### src/rtl/shift_feeder_pkg.sv
// Shared types and constants for the shift feeder.
// States, word geometry and FIFO depth.
package shift_feeder_pkg;

  localparam int WORD_W        = 8;
  localparam int BITS_PER_WORD = 8;
  localparam int FIFO_DEPTH    = 4;

  typedef enum logic [1:0] {
    ST_IDLE  = 2'd0,
    ST_LOAD  = 2'd1,
    ST_SHIFT = 2'd2
  } state_t;

endpackage

### src/rtl/shift_feeder_fifo.sv
// Byte buffer for the shift feeder.
// Registered full/empty flags; no pass-through when full.
module shift_feeder_fifo
  import shift_feeder_pkg::*;
#(
  parameter int DEPTH = 1,
  parameter int W     = WORD_W
) (
  input  logic         clk,
  input  logic         rst_n,
  input  logic         push,
  input  logic         pop,
  input  logic [W-1:0] din,
  output logic [W-1:0] head,
  output logic         full,
  output logic         empty
);

  localparam int PW = (DEPTH > 1) ? $clog2(DEPTH) : 1;
  localparam int CW = $clog2(DEPTH + 1);

  logic [W-1:0]  mem [DEPTH];
  logic [PW-1:0] wr_ptr;
  logic [PW-1:0] rd_ptr;
  logic [CW-1:0] cnt;
  logic [CW-1:0] cnt_nxt;
  logic          do_push;
  logic          do_pop;

  function automatic logic [PW-1:0] bump(
    input logic [PW-1:0] p
  );
    return (p == PW'(DEPTH - 1)) ? '0 : p + 1'b1;
  endfunction

  assign do_push = push && !full;
  assign do_pop  = pop && !empty;
  assign head    = mem[rd_ptr];

  // Occupancy after this cycle's push/pop.
  always_comb begin
    cnt_nxt = cnt;
    unique case ({do_push, do_pop})
      2'b10:   cnt_nxt = cnt + 1'b1;
      2'b01:   cnt_nxt = cnt - 1'b1;
      default: cnt_nxt = cnt;
    endcase
  end

  // Pointers, count and the flag registers.
  always_ff @(posedge clk or negedge rst_n) begin
    if (!rst_n) begin
      wr_ptr <= '0;
      rd_ptr <= '0;
      cnt    <= '0;
      full   <= 1'b0;
      empty  <= 1'b1;
    end else begin
      if (do_push) wr_ptr <= bump(wr_ptr);
      if (do_pop)  rd_ptr <= bump(rd_ptr);
      cnt   <= cnt_nxt;
      full  <= (cnt_nxt == CW'(DEPTH));
      empty <= (cnt_nxt == '0);
    end
  end

  // Storage write.
  always_ff @(posedge clk or negedge rst_n) begin
    if (!rst_n) begin
      for (int i = 0; i < DEPTH; i++) mem[i] <= '0;
    end else if (do_push) begin
      mem[wr_ptr] <= din;
    end
  end

endmodule

### src/rtl/shift_feeder.sv
// Load/shift control sequencer for an 8-bit serial shift stage.
// SHIFT_FEEDER_FIFO_EN selects a 4-deep FIFO over a 1-byte holding register.
module shift_feeder
  import shift_feeder_pkg::*;
#(
  parameter int   DIV      = 4,
  parameter logic FILL_BIT = 1'b0
) (
  input  logic              clk,
  input  logic              rst_n,
  input  logic [WORD_W-1:0] in_data,
  input  logic              in_valid,
  output logic              in_ready,
  input  logic              abort,
  output logic              load,
  output logic [WORD_W-1:0] parallel_data_out,
  output logic              enable,
  output logic              serial_fill,
  output logic              busy,
  output logic              frame_done
);

`ifdef SHIFT_FEEDER_FIFO_EN
  localparam int BUF_DEPTH = FIFO_DEPTH;
`else
  localparam int BUF_DEPTH = 1;
`endif

  localparam int DW = (DIV > 1) ? $clog2(DIV) : 1;
  localparam logic [DW-1:0] DIV_MAX  = DW'(DIV - 1);
  localparam logic [2:0]    LAST_BIT = 3'(BITS_PER_WORD - 1);

  state_t            state;
  state_t            nxt;
  logic [DW-1:0]     div_cnt;
  logic [DW-1:0]     div_d;
  logic [2:0]        bit_cnt;
  logic [2:0]        bit_d;
  logic              load_d;
  logic              en_d;
  logic              fd_d;
  logic              busy_d;
  logic [WORD_W-1:0] pdo_d;
  logic [WORD_W-1:0] head;
  logic              full;
  logic              empty;
  logic              push;

  assign serial_fill = FILL_BIT;
  assign in_ready    = !full;
  assign push        = in_valid && in_ready;

  shift_feeder_fifo #(
    .DEPTH (BUF_DEPTH),
    .W     (WORD_W)
  ) u_buf (
    .clk   (clk),
    .rst_n (rst_n),
    .push  (push),
    .pop   (load_d),
    .din   (in_data),
    .head  (head),
    .full  (full),
    .empty (empty)
  );

  // State, counters and registered outputs.
  always_ff @(posedge clk or negedge rst_n) begin
    if (!rst_n) begin
      state             <= ST_IDLE;
      div_cnt           <= '0;
      bit_cnt           <= '0;
      load              <= 1'b0;
      enable            <= 1'b0;
      frame_done        <= 1'b0;
      busy              <= 1'b0;
      parallel_data_out <= '0;
    end else begin
      state             <= nxt;
      div_cnt           <= div_d;
      bit_cnt           <= bit_d;
      load              <= load_d;
      enable            <= en_d;
      frame_done        <= fd_d;
      busy              <= busy_d;
      parallel_data_out <= pdo_d;
    end
  end

  // Next state; frame_done marks the last strobe cycle.
  always_comb begin
    nxt = state;
    unique case (state)
      ST_IDLE: begin
        if (!empty) nxt = ST_LOAD;
      end
      ST_LOAD: begin
        nxt = abort ? ST_IDLE : ST_SHIFT;
      end
      ST_SHIFT: begin
        if (abort)
          nxt = ST_IDLE;
        else if (frame_done)
          nxt = empty ? ST_IDLE : ST_LOAD;
      end
      default: nxt = ST_IDLE;
    endcase
  end

  // Next values of counters and strobes.
  always_comb begin
    div_d = '0;
    bit_d = '0;
    unique case (state)
      ST_SHIFT: begin
        div_d = (div_cnt == DIV_MAX) ? '0
                                     : div_cnt + 1'b1;
        bit_d = enable ? bit_cnt + 1'b1 : bit_cnt;
      end
      default: begin
        div_d = '0;
        bit_d = '0;
      end
    endcase
    en_d   = (nxt == ST_SHIFT) && (div_d == DIV_MAX);
    fd_d   = en_d && (bit_d == LAST_BIT);
    load_d = (nxt == ST_LOAD);
    busy_d = (nxt != ST_IDLE);
    pdo_d  = load_d ? head : parallel_data_out;
  end

endmodule

### config.mk
export PLATFORM = sky130hd
export DESIGN_NAME = shift_feeder
export DESIGN_NICKNAME = d
export VERILOG_FILES = /design/src/rtl/shift_feeder_pkg.sv /design/src/rtl/shift_feeder_fifo.sv /design/src/rtl/shift_feeder.sv
export SDC_FILE = /design/constraint.sdc
export NUM_CORES = 1
export LEC_CHECK = 0
export BUFFER_PORTS_ARGS = -buffer_cell sky130_fd_sc_hd__buf_2
export CAP_MARGIN = 20
export CORE_MARGIN = 8
export CORE_UTILIZATION = 45
export DETAILED_ROUTE_END_ITERATION = 10
export GPL_TIMING_DRIVEN = 0
export PLACE_DENSITY = 0.68
export SKIP_LAST_GASP = 1
export SYNTH_ARGS = -nofsm -noshare
export SYNTH_HDL_FRONTEND = slang
export SYNTH_SLANG_ARGS = --single-unit
### constraint.sdc
create_clock -name clk -period 2.85 [get_ports clk]
set_input_delay 0.285 -clock clk [delete_from_list [all_inputs] [get_ports clk]]
set_output_delay 0.285 -clock clk [all_outputs]
set_load 0.03 [all_outputs]
# Word-level counts from Yosys, hierarchy flattened
# Cells that the tools add are included.
# totals
in_bits	12
regBits	31
elab_cells	58
# op_classes
eq_ne	9
bitwise_logic	1
n_addsub	6
reduce_logical	10
muxes	16
order_cmp	3
# ops
cell	n
2-to-1 mux 8 bit	2
2-to-1 mux 2 bit	6
== test 2 bit (second input constant)	5
bitwise mux 8 bit	1
== test 2 x 1 -> 1 bit (second input constant)	3
logical AND 1 bit	6
2-to-1 mux 3 bit	2
one-hot mux 2 bit (3 select lines)	1
adder 1 bit (second input constant)	3
adder 3 x 1 -> 3 bit (second input constant)	1
== test 3 bit (second input constant)	1
2-to-1 mux 1 bit	3
adder 2 x 1 -> 2 bit (second input constant)	1
logical NOT 1 bit	2
logical NOT 2 bit	1
< comparator 1 bit (second input constant)	2
one-hot mux 1 bit (2 select lines)	1
nonzero test 2 bit	1
>= comparator 1 bit (second input constant)	1
inverter 1 bit	1
subtractor 1 bit (second input constant)	1

# Longest topological paths before layout
# depth
depth_word	9
ltp_mapped	4
mapped_depth_nobuf	4

# Modules after synthesis
# Synthesis repeated with hierarchy kept, for this count alone.
# hier_totals
hier_cells	81
area_unflattened_um2	1208.7
# modules_own_cells
mod	cells_per_inst	area_each_um2	instances
shift_feeder	57	784.5	1
shift_feeder_fifo	24	424.2	1

# Worst setup path after synthesis
# No wires, ideal clock.
# synth_timing
path_type	register to register
start	register frame_done
end	register parallel_data_out[1]
path_slack_ns	1.291
setup_time_ns	0.127
period_less_slack_ns	1.559
stages_incl_launch_ff	5
arrival_time_ns	1.431
cell_sequence	dfrtp_1 > nand2b_4 > a211oi_4 > buf_6 > mux2_1
# synth_via
elab_chain_cells	4
# synth_rtl
element	line	source
start: declaration	shift_feeder.sv:20	output logic frame_done
start signal: assignment	shift_feeder.sv:75	frame_done <= 1'b0;
start signal: assignment	shift_feeder.sv:84	frame_done <= fd_d;
2-to-1 mux 2 bit	shift_feeder.sv:103	else if (frame_done)
2-to-1 mux 2 bit	shift_feeder.sv:101	if (abort)
one-hot mux 2 bit (3 select lines)	shift_feeder.sv:93	unique case (state)
net nxt[0]	shift_feeder.sv:34	state_t nxt;
== test 2 x 1 -> 1 bit	shift_feeder.sv:127	load_d = (nxt == ST_LOAD);
end signal: assignment	shift_feeder.sv:86	parallel_data_out <= pdo_d;
end: declaration	shift_feeder.sv:16	output logic [WORD_W-1:0] parallel_data_out,
# The timed path passes the listed nets, and every way through them passes these cells.
# A chain may end at the register's enable or synchronous reset.

# Final worst setup path
# layout_timing
start	register div_cnt[0]
end	register frame_done
# layout_via
elab_chain_cells	6
# layout_rtl
element	line	source
start: declaration	shift_feeder.sv:35	logic [DW-1:0] div_cnt;
start signal: assignment	shift_feeder.sv:80	div_cnt <= div_d;
adder 2 x 1 -> 2 bit or == test 2 bit (tied branches)	shift_feeder.sv:117, shift_feeder.sv:116	
2-to-1 mux 2 bit *	shift_feeder.sv:116	div_d = (div_cnt == DIV_MAX) ? '0
2-to-1 mux 2 bit *	shift_feeder.sv:114	unique case (state)
net div_d[0]	shift_feeder.sv:36	logic [DW-1:0] div_d;
== test 2 bit *	shift_feeder.sv:125	en_d = (nxt == ST_SHIFT) && (div_d == DIV_MAX);
logical AND 1 bit *	shift_feeder.sv:125	
net en_d	shift_feeder.sv:40	logic en_d;
logical AND 1 bit *	shift_feeder.sv:126	fd_d = en_d && (bit_d == LAST_BIT);
net fd_d	shift_feeder.sv:41	logic fd_d;
# The timed path passes the listed nets; every way through them passes the cells marked *.

==> impl_metrics.ini <==
[status]
outcome = finished clean

[finish]
antenna_cells = 0
stdcell_area_um2 = 1409
post_route_cells_drive_above_1_share_pct = 42.86
final_cell_count_no_fill = 142
most-common-layout-cells = dfrtp_1, buf_2, mux2_2
design.final.nets = 125
mostFrequentLayoutCell = dfrtp_1
synthToLayoutAreaGrowth_pct = 19.15

[min_path]
min_delay_path_depth = 2
holdCritPathClass = input port to register
min_delay_worst_endpoint = state[1]$_DFF_PN0_
worstHoldStart = abort

[placement]
port-buffer-count = 24
dp_slack_ns = 1.318
placedCellCount = 133
dpl-instance-area_um2 = 1340
placer_s_final_routability_congestion_estimate = 0.6720
dp_hpwl_um = 1458

[timing]
totalNegativeSetupSlack_ns = 0
worst-slew-pin-transition_ns = 0.6245
achievable-frequency_mhz = 666.3
report.final.slew_viol_count = 0
fin_crit_ns = 1.501
grt_setup_unrepaired = no
finalHoldViolations = 0
max_slew_margin_pct = 58.37
final_critical_path_setup_slack_ns = 1.349
fin_skew_ns = 0.006488
period_share_pct = 52.66
setup_viol = 0

[route]
m1WireLength_um = 822
routed_wirelength_um = 1953
via_density_per_instance = 4.859
drt_iter0_markers = 11
wl_met3_um = 158
route.antenna.remaining_nets = 0
detailed_route_drc_error_count = 0
topRoutingLayerUsed = met4
met2_length_um = 956
routed_wl_per_cell_um = 13.75
detailedRoute.firstPassIterationCount = 2
routed-via-count = 690

[setup_path]
worstReg2RegStart = div_cnt[0]$_DFF_PN0_
worst-endpoint-required_ns = 3.11
r2r_cell_count = 4
cp_max_fo = 2
critical_path.startpoint_type = register
end_kind = register
crit_type = register to register
worst-r2r-setup-slack_ns = 1.35
cp.arrival_ns = 1.76
regToRegEndpoint = frame_done$_DFF_PN0_

[floorplanning]
rows = 18
core_footprint_um2 = 2477
design.portCount = 26
vertical_extent_of_the_die_um = 67.26
initial_utilization_pct = 47.73
die_w_um = 67.26
dieArea_um2 = 4524

[synthesis]
yosysWarnings = 0
syn-instance-count = 79
synth_area_per_cell_um2 = 14.97
mappedNetlistArea_um2 = 1182
synth_cell_type_count = 28
synth-seq-cells = 29
mappedNetlistNets = 93
yosysSeqAreaShare_pct = 61.48

[clock_tree]
worstSkewPairLatency_ns = 0.31
post_cts_buffers = 0
cts_tree = done
ctsLongestPathBuffers = 2
root_buffer = clkbuf_4
cts-buffers-inserted = 5
cts.sinks = 29
htree_num_levels = 2
clkSlewWorstSetupHoldPaths_ns = 0.09

[global_route]
number_of_antenna_violations_at_the_first_check_in_global_routing = 0
groute.usage.overall_pct = 10.77
first_global_vias = 793
globalRoute.totalOverflow = 0
grt_max_degree = 30
wire_length_of_the_first_global_routing_pass_um = 3588

[job]
max-cap-violations = 0

[power_and_ir_drop]
power_leakage_nw = 0.6647
power-per-cell-area_nw_per_um2 = 1086
irDropWorstVdd_v = 0.0006585
==> state kept, by name (all words and copies together), names as in the netlist <==
signal and count:
bit_cnt 3, div_cnt 2, u_buf.full 1, state 2, u_buf.mem 8, parallel_data_out 8, busy 1, load 1
u_buf.empty 1, frame_done 1, enable 1
==> cell usage after synthesis, drive strengths merged <==
library cell | number | area share, %
nand2 | 2 | 0.64
nor4b | 2 | 3.3
dfstp | 1 | 2.2
mux2 | 16 | 15
inv | 2 | 0.64
conb | 1 | 0.32
xnor2 | 2 | 1.5
buf | 3 | 2.0
nor2 | 6 | 1.9
o21a | 1 | 0.64
nand3b | 1 | 0.64
or2b | 1 | 0.64
xor2 | 2 | 1.5
o21ai | 1 | 0.42
a211oi | 2 | 2.3
mux2i | 1 | 0.85
ha | 2 | 2.1
nor2b | 1 | 0.53
dfrtp | 28 | 59
nand2b | 2 | 1.7
and4bb | 1 | 1.1
o21bai | 1 | 0.64
==> power breakdown <==
group,total [W],internal (W),switching [W]
registers,0.000678,0.000583,0.0000952
logic,0.000600,0.000267,0.000333
clock network,0.000251,0.000122,0.000130
==> metrics by stage <==
stage / power, W / hold WS, ns / util (%)
global route: 0.001645 / 0.1640 / 56.87
floorplan: 0.001137 / -0.01059 / -
detailed placement: 0.001304 / 0.3404 / 54.09
global placement: 0.001281 / 0.3300 / 54.09
finish: 0.001530 / 0.1832 / 56.87
CTS: 0.001561 / 0.1653 / 56.87
==> area by class of cell <==
cell class,count,area [um2]
buffer,3,23.77
clock buffer,8,58.81
fill,232,1069
inverter,2,7.507
multi-input combinational,45,424.2
sequential,29,726.9
tap,30,37.54
timing repair buffer,25,130.1
==> routing by layer <==
layer,up-vias,track usage [%]
met5,-,0
met4,0,7.050
met3,2,5.464
met2,20,16.25
met1,335,11.77
li1,333,-
==> worst max-delay path, stage by stage (launching register included) <==
cell and delay [ns]:
dfrtp_1 0.42, ha_1 0.24, nor4b_4 0.27, nor4b_2 0.30, and4bb_1 0.22
==> cell families (layout without fill, tap and decap cells) <==
family | count (synthesis) | in the layout | share of synthesized area [%]
flip-flops | 29 | 29 | 61.48
multiplexers | 17 | 17 | 16.08
AND/OR/NAND/NOR | 16 | 16 | 10.37
AO/OA/AOI/OAI | 5 | 5 | 4.022
buffers and inverters | 5 | 38 | 2.646
XOR/XNOR | 4 | 4 | 2.964
adder cells (fa/ha/maj) | 2 | 2 | 2.116
other | 1 | 1 | 0.3172
==> worst max-delay path by stage <==
stage                     slack, ns  depth (start not counted)                               end                 start
after floorplan                1.29                          4  parallel_data_out[1]$_DFFE_PN0N_  frame_done$_DFF_PN0_
after global placement         1.34                          5  parallel_data_out[5]$_DFFE_PN0N_                 abort
after detailed placement       1.32                          5  parallel_data_out[1]$_DFFE_PN0N_                 abort
after CTS                      1.32                          4              frame_done$_DFF_PN0_  div_cnt[0]$_DFF_PN0_
after global routing           1.23                          4              frame_done$_DFF_PN0_  div_cnt[0]$_DFF_PN0_
final                          1.35                          4              frame_done$_DFF_PN0_  div_cnt[0]$_DFF_PN0_
==> timing repair <==
item | CTS | global route
gates resized for setup | 0 | 0
endpoints found under the hold margin | 28 | 0
hold buffers | 1 | 0
Note: power is estimated with default switching activity, not from simulation.
